[src/rtl/kbd_text_pkg.sv]
// Shared constants, defaults and state encoding for the keyboard-to-text-RAM writer.
package kbd_text_pkg;

    localparam int unsigned COLS_DEF   = 70;
    localparam int unsigned ROWS_DEF   = 30;
    localparam int unsigned COL_W_DEF  = 7;
    localparam int unsigned ROW_W_DEF  = 5;
    localparam int unsigned ADDR_W_DEF = 12;

    localparam logic [7:0] ASCII_SPACE     = 8'h20;
    localparam logic [7:0] ASCII_ENTER     = 8'h0D;
    localparam logic [7:0] ASCII_BACKSPACE = 8'h08;
    localparam logic [7:0] ASCII_PRINT_LO  = 8'h20;
    localparam logic [7:0] ASCII_PRINT_HI  = 8'h7E;

    typedef enum logic [1:0] {
        ST_CLR_ALL  = 2'd0,
        ST_IDLE     = 2'd1,
        ST_CLR_LINE = 2'd2
    } state_t;

    function automatic logic is_printable(input logic [7:0] code);
        return (code >= ASCII_PRINT_LO) && (code <= ASCII_PRINT_HI);
    endfunction

endpackage

[src/rtl/kbd_text_writer_addr_map.sv]
// Character RAM address map: phys_row*COLS + col, shared by every write path.
module text_addr_map
    import kbd_text_pkg::*;
#(
    parameter int unsigned COLS   = COLS_DEF,
    parameter int unsigned COL_W  = COL_W_DEF,
    parameter int unsigned ROW_W  = ROW_W_DEF,
    parameter int unsigned ADDR_W = ADDR_W_DEF
) (
    input  logic [ROW_W-1:0]  i_row,
    input  logic [COL_W-1:0]  i_col,
    output logic [ADDR_W-1:0] o_addr_c
);

    assign o_addr_c = ADDR_W'(i_row) * ADDR_W'(COLS) + ADDR_W'(i_col);

endmodule

[src/rtl/kbd_text_writer.sv]
// Turns keyboard strobes into text-RAM writes; owns cursor, line wrap and
// circular-row scrolling with full-screen and single-line space clears.
module kbd_text_writer
    import kbd_text_pkg::*;
#(
    parameter int unsigned COLS   = COLS_DEF,
    parameter int unsigned ROWS   = ROWS_DEF,
    parameter int unsigned COL_W  = COL_W_DEF,
    parameter int unsigned ROW_W  = ROW_W_DEF,
    parameter int unsigned ADDR_W = ADDR_W_DEF
) (
    input  logic              clk,
    input  logic              clrn,
    input  logic              key_valid,
    input  logic [7:0]        key_ascii,
    output logic              wr_en,
    output logic [ADDR_W-1:0] wr_addr,
    output logic [7:0]        wr_data,
    output logic [COL_W-1:0]  cursor_col,
    output logic [ROW_W-1:0]  cursor_row,
    output logic [ROW_W-1:0]  top_row,
    output logic              busy,
    output logic              overflow
);

    localparam logic [COL_W-1:0] LAST_COL = COL_W'(COLS - 1);
    localparam logic [ROW_W-1:0] LAST_ROW = ROW_W'(ROWS - 1);

    state_t              r_state, w_state_next;
    logic                r_key_prev;
    logic                r_pend_valid, w_pend_valid_next;
    logic [7:0]          r_pend_code, w_pend_code_next;
    logic [COL_W-1:0]    r_col, w_col_next;
    logic [ROW_W-1:0]    r_row, w_row_next;
    logic [ROW_W-1:0]    r_top, w_top_next;
    logic [ROW_W-1:0]    r_clr_row, w_clr_row_next;
    logic [COL_W-1:0]    r_clr_col, w_clr_col_next;
    logic                r_wr_en, w_wr_en_next;
    logic [ADDR_W-1:0]   r_wr_addr;
    logic [7:0]          r_wr_data, w_wr_data_next;
    logic                r_busy, w_busy_next;
    logic                r_overflow, w_overflow_next;

    logic                w_event;
    logic                w_serve;
    logic [7:0]          w_serve_code;
    logic                w_newline;
    logic [ROW_W-1:0]    w_map_row;
    logic [COL_W-1:0]    w_map_col;
    logic [ADDR_W-1:0]   w_map_addr;
    logic [ROW_W-1:0]    w_row_inc, w_row_dec, w_top_inc, w_last_row;

    assign w_event    = key_valid & ~r_key_prev;
    assign w_row_inc  = (r_row == LAST_ROW) ? '0 : r_row + ROW_W'(1);
    assign w_row_dec  = (r_row == '0) ? LAST_ROW : r_row - ROW_W'(1);
    assign w_top_inc  = (r_top == LAST_ROW) ? '0 : r_top + ROW_W'(1);
    assign w_last_row = (r_top == '0) ? LAST_ROW : r_top - ROW_W'(1);

    text_addr_map #(
        .COLS   (COLS),
        .COL_W  (COL_W),
        .ROW_W  (ROW_W),
        .ADDR_W (ADDR_W)
    ) u_addr_map (
        .i_row    (w_map_row),
        .i_col    (w_map_col),
        .o_addr_c (w_map_addr)
    );

    // State and output registers.
    always_ff @(posedge clk or negedge clrn) begin
        if (!clrn) begin
            r_state      <= ST_CLR_ALL;
            r_key_prev   <= 1'b0;
            r_pend_valid <= 1'b0;
            r_pend_code  <= '0;
            r_col        <= '0;
            r_row        <= '0;
            r_top        <= '0;
            r_clr_row    <= '0;
            r_clr_col    <= '0;
            r_wr_en      <= 1'b0;
            r_wr_addr    <= '0;
            r_wr_data    <= '0;
            r_busy       <= 1'b0;
            r_overflow   <= 1'b0;
        end else begin
            r_state      <= w_state_next;
            r_key_prev   <= key_valid;
            r_pend_valid <= w_pend_valid_next;
            r_pend_code  <= w_pend_code_next;
            r_col        <= w_col_next;
            r_row        <= w_row_next;
            r_top        <= w_top_next;
            r_clr_row    <= w_clr_row_next;
            r_clr_col    <= w_clr_col_next;
            r_wr_en      <= w_wr_en_next;
            r_wr_addr    <= w_wr_en_next ? w_map_addr : r_wr_addr;
            r_wr_data    <= w_wr_data_next;
            r_busy       <= w_busy_next;
            r_overflow   <= w_overflow_next;
        end
    end

    // Next-state, cursor and write-request logic.
    always_comb begin
        w_state_next      = r_state;
        w_pend_valid_next = r_pend_valid;
        w_pend_code_next  = r_pend_code;
        w_col_next        = r_col;
        w_row_next        = r_row;
        w_top_next        = r_top;
        w_clr_row_next    = r_clr_row;
        w_clr_col_next    = r_clr_col;
        w_wr_en_next      = 1'b0;
        w_wr_data_next    = r_wr_data;
        w_busy_next       = 1'b0;
        w_overflow_next   = r_overflow;
        w_map_row         = r_row;
        w_map_col         = r_col;
        w_serve           = 1'b0;
        w_serve_code      = key_ascii;
        w_newline         = 1'b0;

        case (r_state)
            ST_CLR_ALL: begin
                w_busy_next    = 1'b1;
                w_wr_en_next   = 1'b1;
                w_wr_data_next = ASCII_SPACE;
                w_map_row      = r_clr_row;
                w_map_col      = r_clr_col;
                if (r_clr_col == LAST_COL) begin
                    w_clr_col_next = '0;
                    if (r_clr_row == LAST_ROW) begin
                        w_clr_row_next = '0;
                        w_state_next   = ST_IDLE;
                    end else begin
                        w_clr_row_next = r_clr_row + ROW_W'(1);
                    end
                end else begin
                    w_clr_col_next = r_clr_col + COL_W'(1);
                end
            end

            ST_CLR_LINE: begin
                w_busy_next    = 1'b1;
                w_wr_en_next   = 1'b1;
                w_wr_data_next = ASCII_SPACE;
                w_map_row      = r_row;
                w_map_col      = r_clr_col;
                if (r_clr_col == LAST_COL) begin
                    w_clr_col_next = '0;
                    w_state_next   = ST_IDLE;
                end else begin
                    w_clr_col_next = r_clr_col + COL_W'(1);
                end
            end

            default: begin
                // Pending key has priority; a coincident new key takes its slot.
                if (r_pend_valid) begin
                    w_serve           = 1'b1;
                    w_serve_code      = r_pend_code;
                    w_pend_valid_next = w_event;
                    if (w_event) w_pend_code_next = key_ascii;
                end else if (w_event) begin
                    w_serve = 1'b1;
                end

                if (w_serve) begin
                    if (is_printable(w_serve_code)) begin
                        w_wr_en_next   = 1'b1;
                        w_wr_data_next = w_serve_code;
                        if (r_col == LAST_COL) w_newline = 1'b1;
                        else                   w_col_next = r_col + COL_W'(1);
                    end else if (w_serve_code == ASCII_ENTER) begin
                        w_newline = 1'b1;
                    end else if (w_serve_code == ASCII_BACKSPACE) begin
                        if (r_col != '0) begin
                            w_col_next     = r_col - COL_W'(1);
                            w_map_col      = r_col - COL_W'(1);
                            w_wr_en_next   = 1'b1;
                            w_wr_data_next = ASCII_SPACE;
                        end else if (r_row != r_top) begin
                            w_row_next     = w_row_dec;
                            w_col_next     = LAST_COL;
                            w_map_row      = w_row_dec;
                            w_map_col      = LAST_COL;
                            w_wr_en_next   = 1'b1;
                            w_wr_data_next = ASCII_SPACE;
                        end
                    end
                end

                if (w_newline) begin
                    w_col_next = '0;
                    w_row_next = w_row_inc;
                    if (r_row == w_last_row) begin
                        w_top_next     = w_top_inc;
                        w_clr_col_next = '0;
                        w_state_next   = ST_CLR_LINE;
                    end
                end
            end
        endcase

        // Keys arriving during a clear are parked once; a second one is lost.
        if ((r_state != ST_IDLE) && w_event) begin
            if (!r_pend_valid) begin
                w_pend_valid_next = 1'b1;
                w_pend_code_next  = key_ascii;
            end else begin
                w_overflow_next = 1'b1;
            end
        end
    end

    assign wr_en      = r_wr_en;
    assign wr_addr    = r_wr_addr;
    assign wr_data    = r_wr_data;
    assign cursor_col = r_col;
    assign cursor_row = r_row;
    assign top_row    = r_top;
    assign busy       = r_busy;
    assign overflow   = r_overflow;

endmodule
[config.mk]
export PLATFORM = sky130hd
export DESIGN_NAME = kbd_text_writer
export DESIGN_NICKNAME = d
export VERILOG_FILES = /design/src/rtl/kbd_text_pkg.sv /design/src/rtl/kbd_text_writer_addr_map.sv /design/src/rtl/kbd_text_writer.sv
export SDC_FILE = /design/constraint.sdc
export NUM_CORES = 1
export LEC_CHECK = 0
export ABC_CLOCK_PERIOD_IN_PS = 7100
export CORE_MARGIN = 2
export CORE_UTILIZATION = 64
export CTS_BUF_LIST = sky130_fd_sc_hd__clkbuf_8
export CTS_CLUSTER_DIAMETER = 30
export DETAILED_ROUTE_END_ITERATION = 12
export PLACE_DENSITY = 0.92
export SYNTH_ARGS = -nofsm -noshare
export SYNTH_HDL_FRONTEND = slang
export SYNTH_SLANG_ARGS = --single-unit
[constraint.sdc]
create_clock -name clk -period 7.1 [get_ports clk]
set_input_delay 1.42 -clock clk [delete_from_list [all_inputs] [get_ports clk]]
set_output_delay 1.42 -clock clk [all_outputs]
set_load 0.005 [all_outputs]
## Word-level counts from Yosys, hierarchy flattened

Cells that the tools add are included.

- Register bits: 64
- Bits of input ports: 11
- Output and inout port bits: 40
- Logic and storage cells: 135

- Add/sub/neg operators: 9
- Multiply operators: 1
- Order comparisons: 2
- Equality and inequality tests: 16
- Mux-type cells: 68
- Bitwise operators: 3
- Reductions and logical operators: 22

Operator list:

| operator | count |
|---|---|
| $mux W8 | 14 |
| $mux W7 | 15 |
| $mux W5 | 12 |
| $mux W1 | 20 |
| $eq A8 B4 Y1 const B | 2 |
| $add A5 B1 Y5 const B | 3 |
| $eq A5 B5 Y1 const B | 3 |
| $add A7 B1 Y7 const B | 2 |
| $eq A7 B7 Y1 const B | 2 |
| $add A12 B7 Y12 | 1 |
| $mul A5 B6 Y11 const B | 1 |
| $logic_not A5 Y1 | 2 |
| $mux W2 | 5 |
| $pmux W5 S2 | 1 |
| $sub A5 B1 Y5 const B | 2 |
| $reduce_bool A3 Y1 | 3 |
| $ge A8 B6 Y1 const B | 1 |
| $le A8 B7 Y1 const B | 1 |
| $reduce_bool A2 Y1 | 4 |
| $reduce_bool A7 Y1 | 1 |
| $sub A7 B1 Y7 const B | 1 |
| $ne A2 B2 Y1 const B | 3 |
| $reduce_and A2 Y1 | 3 |
| $reduce_and A3 Y1 | 2 |
| other kinds (15) | 17 |

## Longest topological paths before layout

- Word-level depth: 11
- Mapped depth: 23
- Gate-level depth less buffers: 22

## Hierarchy

From an unflattened synthesis, not the netlist that was laid out.

- Cells, all modules: 531
- Area total of the unflattened synthesis: 4868.4 µm²

By module, submodules not included:

| module | instances | cells an instance | area each (µm²) | seq. area each (µm²) |
|---|---|---|---|---|
| kbd_text_writer | 1 | 457 | 4195.3 | 1601.5 |
| text_addr_map | 1 | 74 | 673.1 | 0.0 |

## Worst setup path after synthesis

No wires, ideal clock.

- Path type: input port to flip-flop
- Start: in key_ascii[7]
- End: reg r_wr_addr[10], in the netlist wr_addr[10]
- Library setup time: 122 ps
- Arrival: 5308 ps
- Data required time: 6978 ps
- Slack: 1670 ps
- Cell stages on the path: 18
- Buffers on the path: 0
- Cells stage by stage: or3_4 > nor4_4 > o211a_4 > mux2_4 > nor3_4 > inv_1 > ha_1 > ha_1 > ha_1 > a31oi_1 > xor2_1 > ha_1 > a21oi_1 > o21ai_0 > a311oi_1 > mux2i_1 > xnor2_1 > o21ai_1

- Cells in the longest elaborated chain, start to end: 10
- Elaborated cells between the ends (all ways): 24
- Classes of those cells: add/sub (1); mul (1); order compare (2); eq/ne (2); mux (17); reduce/logical (1)

Ends and longest elaborated chain:

| item | RTL line | source |
|---|---|---|
| from (decl) | kbd_text_writer.sv:15 | `input logic [7:0] key_ascii,` |
| $mux W8 (*) | kbd_text_writer.sv:161 | `if (r_pend_valid) begin` |
| $mux W8 (*) | kbd_text_writer.sv:125 | `case (r_state)` |
| parallel branches: the longest is 8 deep, another holds $add A12 B7 Y12 | - |  |
| to (signal assigned) | kbd_text_writer.sv:98 | `r_wr_addr <= w_wr_en_next ? w_map_addr : r_wr_addr;` |
| to (decl) | kbd_text_writer.sv:39 | `logic [ADDR_W-1:0] r_wr_addr;` |

Mark *: on every way between the ends. The select of a mux whose other input is x is not followed.
A chain may end at the register's enable or synchronous reset.

## Final worst setup path

Ends and elaborated chain as after synthesis.

==> results.json <==
{
  "dieArea_sq_um": 8270,
  "drv_cap": 0,
  "drtIter0Drc": 402,
  "path_max_fanout": 6,
  "finalSetupTns_ps": 0,
  "pre_cts_ws_ps": 752,
  "cts_max_level": 3,
  "postCtsSetupRepairBufs": 0,
  "ctsResizeCount": 0,
  "fp-row-count": 31,
  "synth_area_per_cell_sq_um": 8.68,
  "drive_above_1_share": 0.0818,
  "drv_slew": 0,
  "hp-class": "flip-flop to flip-flop",
  "gr-usage-all-layers": 0.315,
  "num_vias": 4591,
  "hold_start": "wr_data[1]",
  "dp_hpwl_mm": 8.78,
  "yosys-top-cells-area": "dfrtp_1 33%, ha_1 8.5%, o21ai_0 5.5%",
  "nNetsFinal": 640,
  "syn_to_final_growth_pct": 14.4,
  "holdPathEnd": "wr_data[1]",
  "netlist_instances": 557,
  "grt_start_max_net_pins": 65,
  "period_minus_slack_ps": 6140,
  "fp.dieW_microns": 90.9,
  "worstSetupEndpointType": "flip-flop",
  "viasPerCell": 6.58,
  "synth_fp_nets": 603,
  "drt_wl_total_mm": 12.6,
  "critPathLaunchType": "input pin",
  "synth-edff-count": 0,
  "num_antenna_cells": 0,
  "cts_buffers": 9,
  "worst_slew_pin_slew_ps": 903,
  "cp.required_ps": 7340,
  "cts_sinks": 64,
  "insertion_delay_ps": 350,
  "yosysWarnings": 0,
  "critPathArrivalTime_ps": 6370,
  "pin_count": 51,
  "synth_ff_type": "dfrtp_1",
  "hold_violations": 0,
  "crit_type": "input pin to flip-flop",
  "status": "complete, no violations",
  "die_h_microns": 90.9,
  "gp_congestion": 0.973,
  "finalCritPeriodShare": 0.864,
  "p_leak_uw": 0.00234,
  "fin_ws_ps": 964,
  "grt.overflow.total": 0,
  "vdd_ir_drop_max_uv": 134,
  "worstReg2RegEnd": "wr_addr[10]",
  "cts_tree": "built",
  "synth_top_area_frac": 0.331,
  "grt_pass1_vias": 4459,
  "ys_types": 75,
  "synthArstFlopShare": 1.00,
  "wl_met1_mm": 5.01,
  "wl_met2_mm": 6.15,
  "synthesis.area_sq_um": 4840,
  "yosysSeqAreaShare": 0.331,
  "clk_path_buf_depth": 2,
  "r2r_slack_ps": 1560,
  "yosysTopAreaCell": "dfrtp_1",
  "clk_pin_slew_ps": 80,
  "maxSlewHeadroom": 0.398,
  "antenna_found_initial": 0,
  "core_area_sq_um": 7290,
  "rsz0062_at_grt": "no",
  "grt_pass1_wl_mm": 21.2,
  "fmax_mhz": 163,
  "holdPathStages": 2,
  "powerDensity_nw_per_um2": 208,
  "worst_r2r_path_depth": 18,
  "route.detailed.drc": 0,
  "port_buffers": 50,
  "dr_wl_met3_mm": 1.01,
  "wl_per_cell_microns": 18.0,
  "yosysMostFrequentCell": "dfrtp_1",
  "hold_buffers": 0,
  "ys_seq_elements": 64,
  "fin_util": 0.758,
  "initial_utilization": 0.663,
  "top_layer": "met4",
  "drtPass1Iterations": 5,
  "synth_common_cells": "64 x dfrtp_1, 60 x nor2_1, 53 x o21ai_0",
  "timing.rr.start": "r_pend_valid",
  "finClkSkew_ps": 8.41,
  "root_buffer": "clkbuf_8",
  "postRouteAntennaNets": 0,
  "setup_viol": 0
}
-- placed cells by master, fill, tap and decap left out, drive strengths merged, types with 10 or more instances in the layout --
cell / instances
o31ai: 11
inv: 27
ha: 33
nor2: 60
a31oi: 12
mux2: 14
o21ai: 54
a21oi: 34
nand3: 14
xnor2: 14
clkdlybuf4s50: 49
nand2: 49
dfrtp: 64
nor3: 14
nand2b: 10
mux2i: 16
-- final cells by class --
type / instances / area (sq um)
multi-input cells: 440 / 3000
fillers: 511 / 1760
flip-flops and latches: 64 / 1600
repair buffers: 52 / 510
clock buffers: 9 / 124
well taps: 99 / 124
inverters: 27 / 106
clock inverters: 7 / 63.8
-- power breakdown --
group / switching (uW) / internal, uW
logic: 171 / 184
clock network: 154 / 159
registers: 71.0 / 414
total: 395 / 758
-- metal layers --
metal | vias up | global-route usage
met5 | - | 0
met2 | 266 | 0.538
li1 | 2084 | -
met3 | 48 | 0.0593
met4 | 0 | 0.139
met1 | 2193 | 0.388
-- cell families (layout without fill, tap and decap cells) --
family,after synthesis,after routing,synth area share
AO/OA/AOI/OAI,158,158,0.213
flip-flops,64,64,0.331
multiplexers,30,30,0.0665
AND/OR/NAND/NOR,194,194,0.205
buffers and inverters,53,95,0.0484
XOR/XNOR,23,23,0.0417
adder cells (fa/ha/maj),35,35,0.0937
-- how the worst max path moves through the flow --
stage	depth (start not counted)	end	startpoint
detailed placement	19	wr_addr[10]	key_ascii[7]
CTS	19	wr_addr[10]	key_ascii[7]
floorplan	18	wr_addr[10]	key_ascii[7]
global route	19	wr_addr[10]	key_ascii[7]
global placement	19	wr_addr[10]	key_ascii[7]
finish	19	wr_addr[10]	key_ascii[7]
-- sequential cells by signal, indices dropped and copies added (netlist names) --
signal        count
r_pend_valid      1
busy              1
top_row           5
r_pend_code       8
cursor_col        7
overflow          1
r_clr_col         7
cursor_row        5
wr_en             1
wr_data           8
r_state           2
r_clr_row         5
r_key_prev        1
wr_addr          12
-- stage by stage --
| stage | power (uW) | cell area, sq um | hold slack, ps | std cells |
|---|---|---|---|---|
| final | 1150 | 5530 | 484 | 698 |
| after global routing | 1210 | 5530 | 505 | 698 |
| after floorplan | 677 | 4840 | 451 | 557 |
| after detailed placement | 837 | 5340 | 468 | 682 |
| after global placement | 818 | 5340 | 441 | 682 |
| after CTS | 1140 | 5530 | 491 | 698 |
-- critical path, stage by stage --
cell	delay, ps
clkdlybuf4s50_1	480
or3_4	410
nor4_4	250
o211a_4	240
mux2_4	320
nor3_4	300
inv_1	140
ha_1	300
ha_1	300
ha_1	340
a31oi_1	320
xor2_1	180
ha_1	300
a21oi_1	190
o21ai_0	180
a311oi_1	330
mux2i_1	150
xnor2_1	150
o21ai_1	70
No activity file was read; power rests on OpenSTA's default activity.
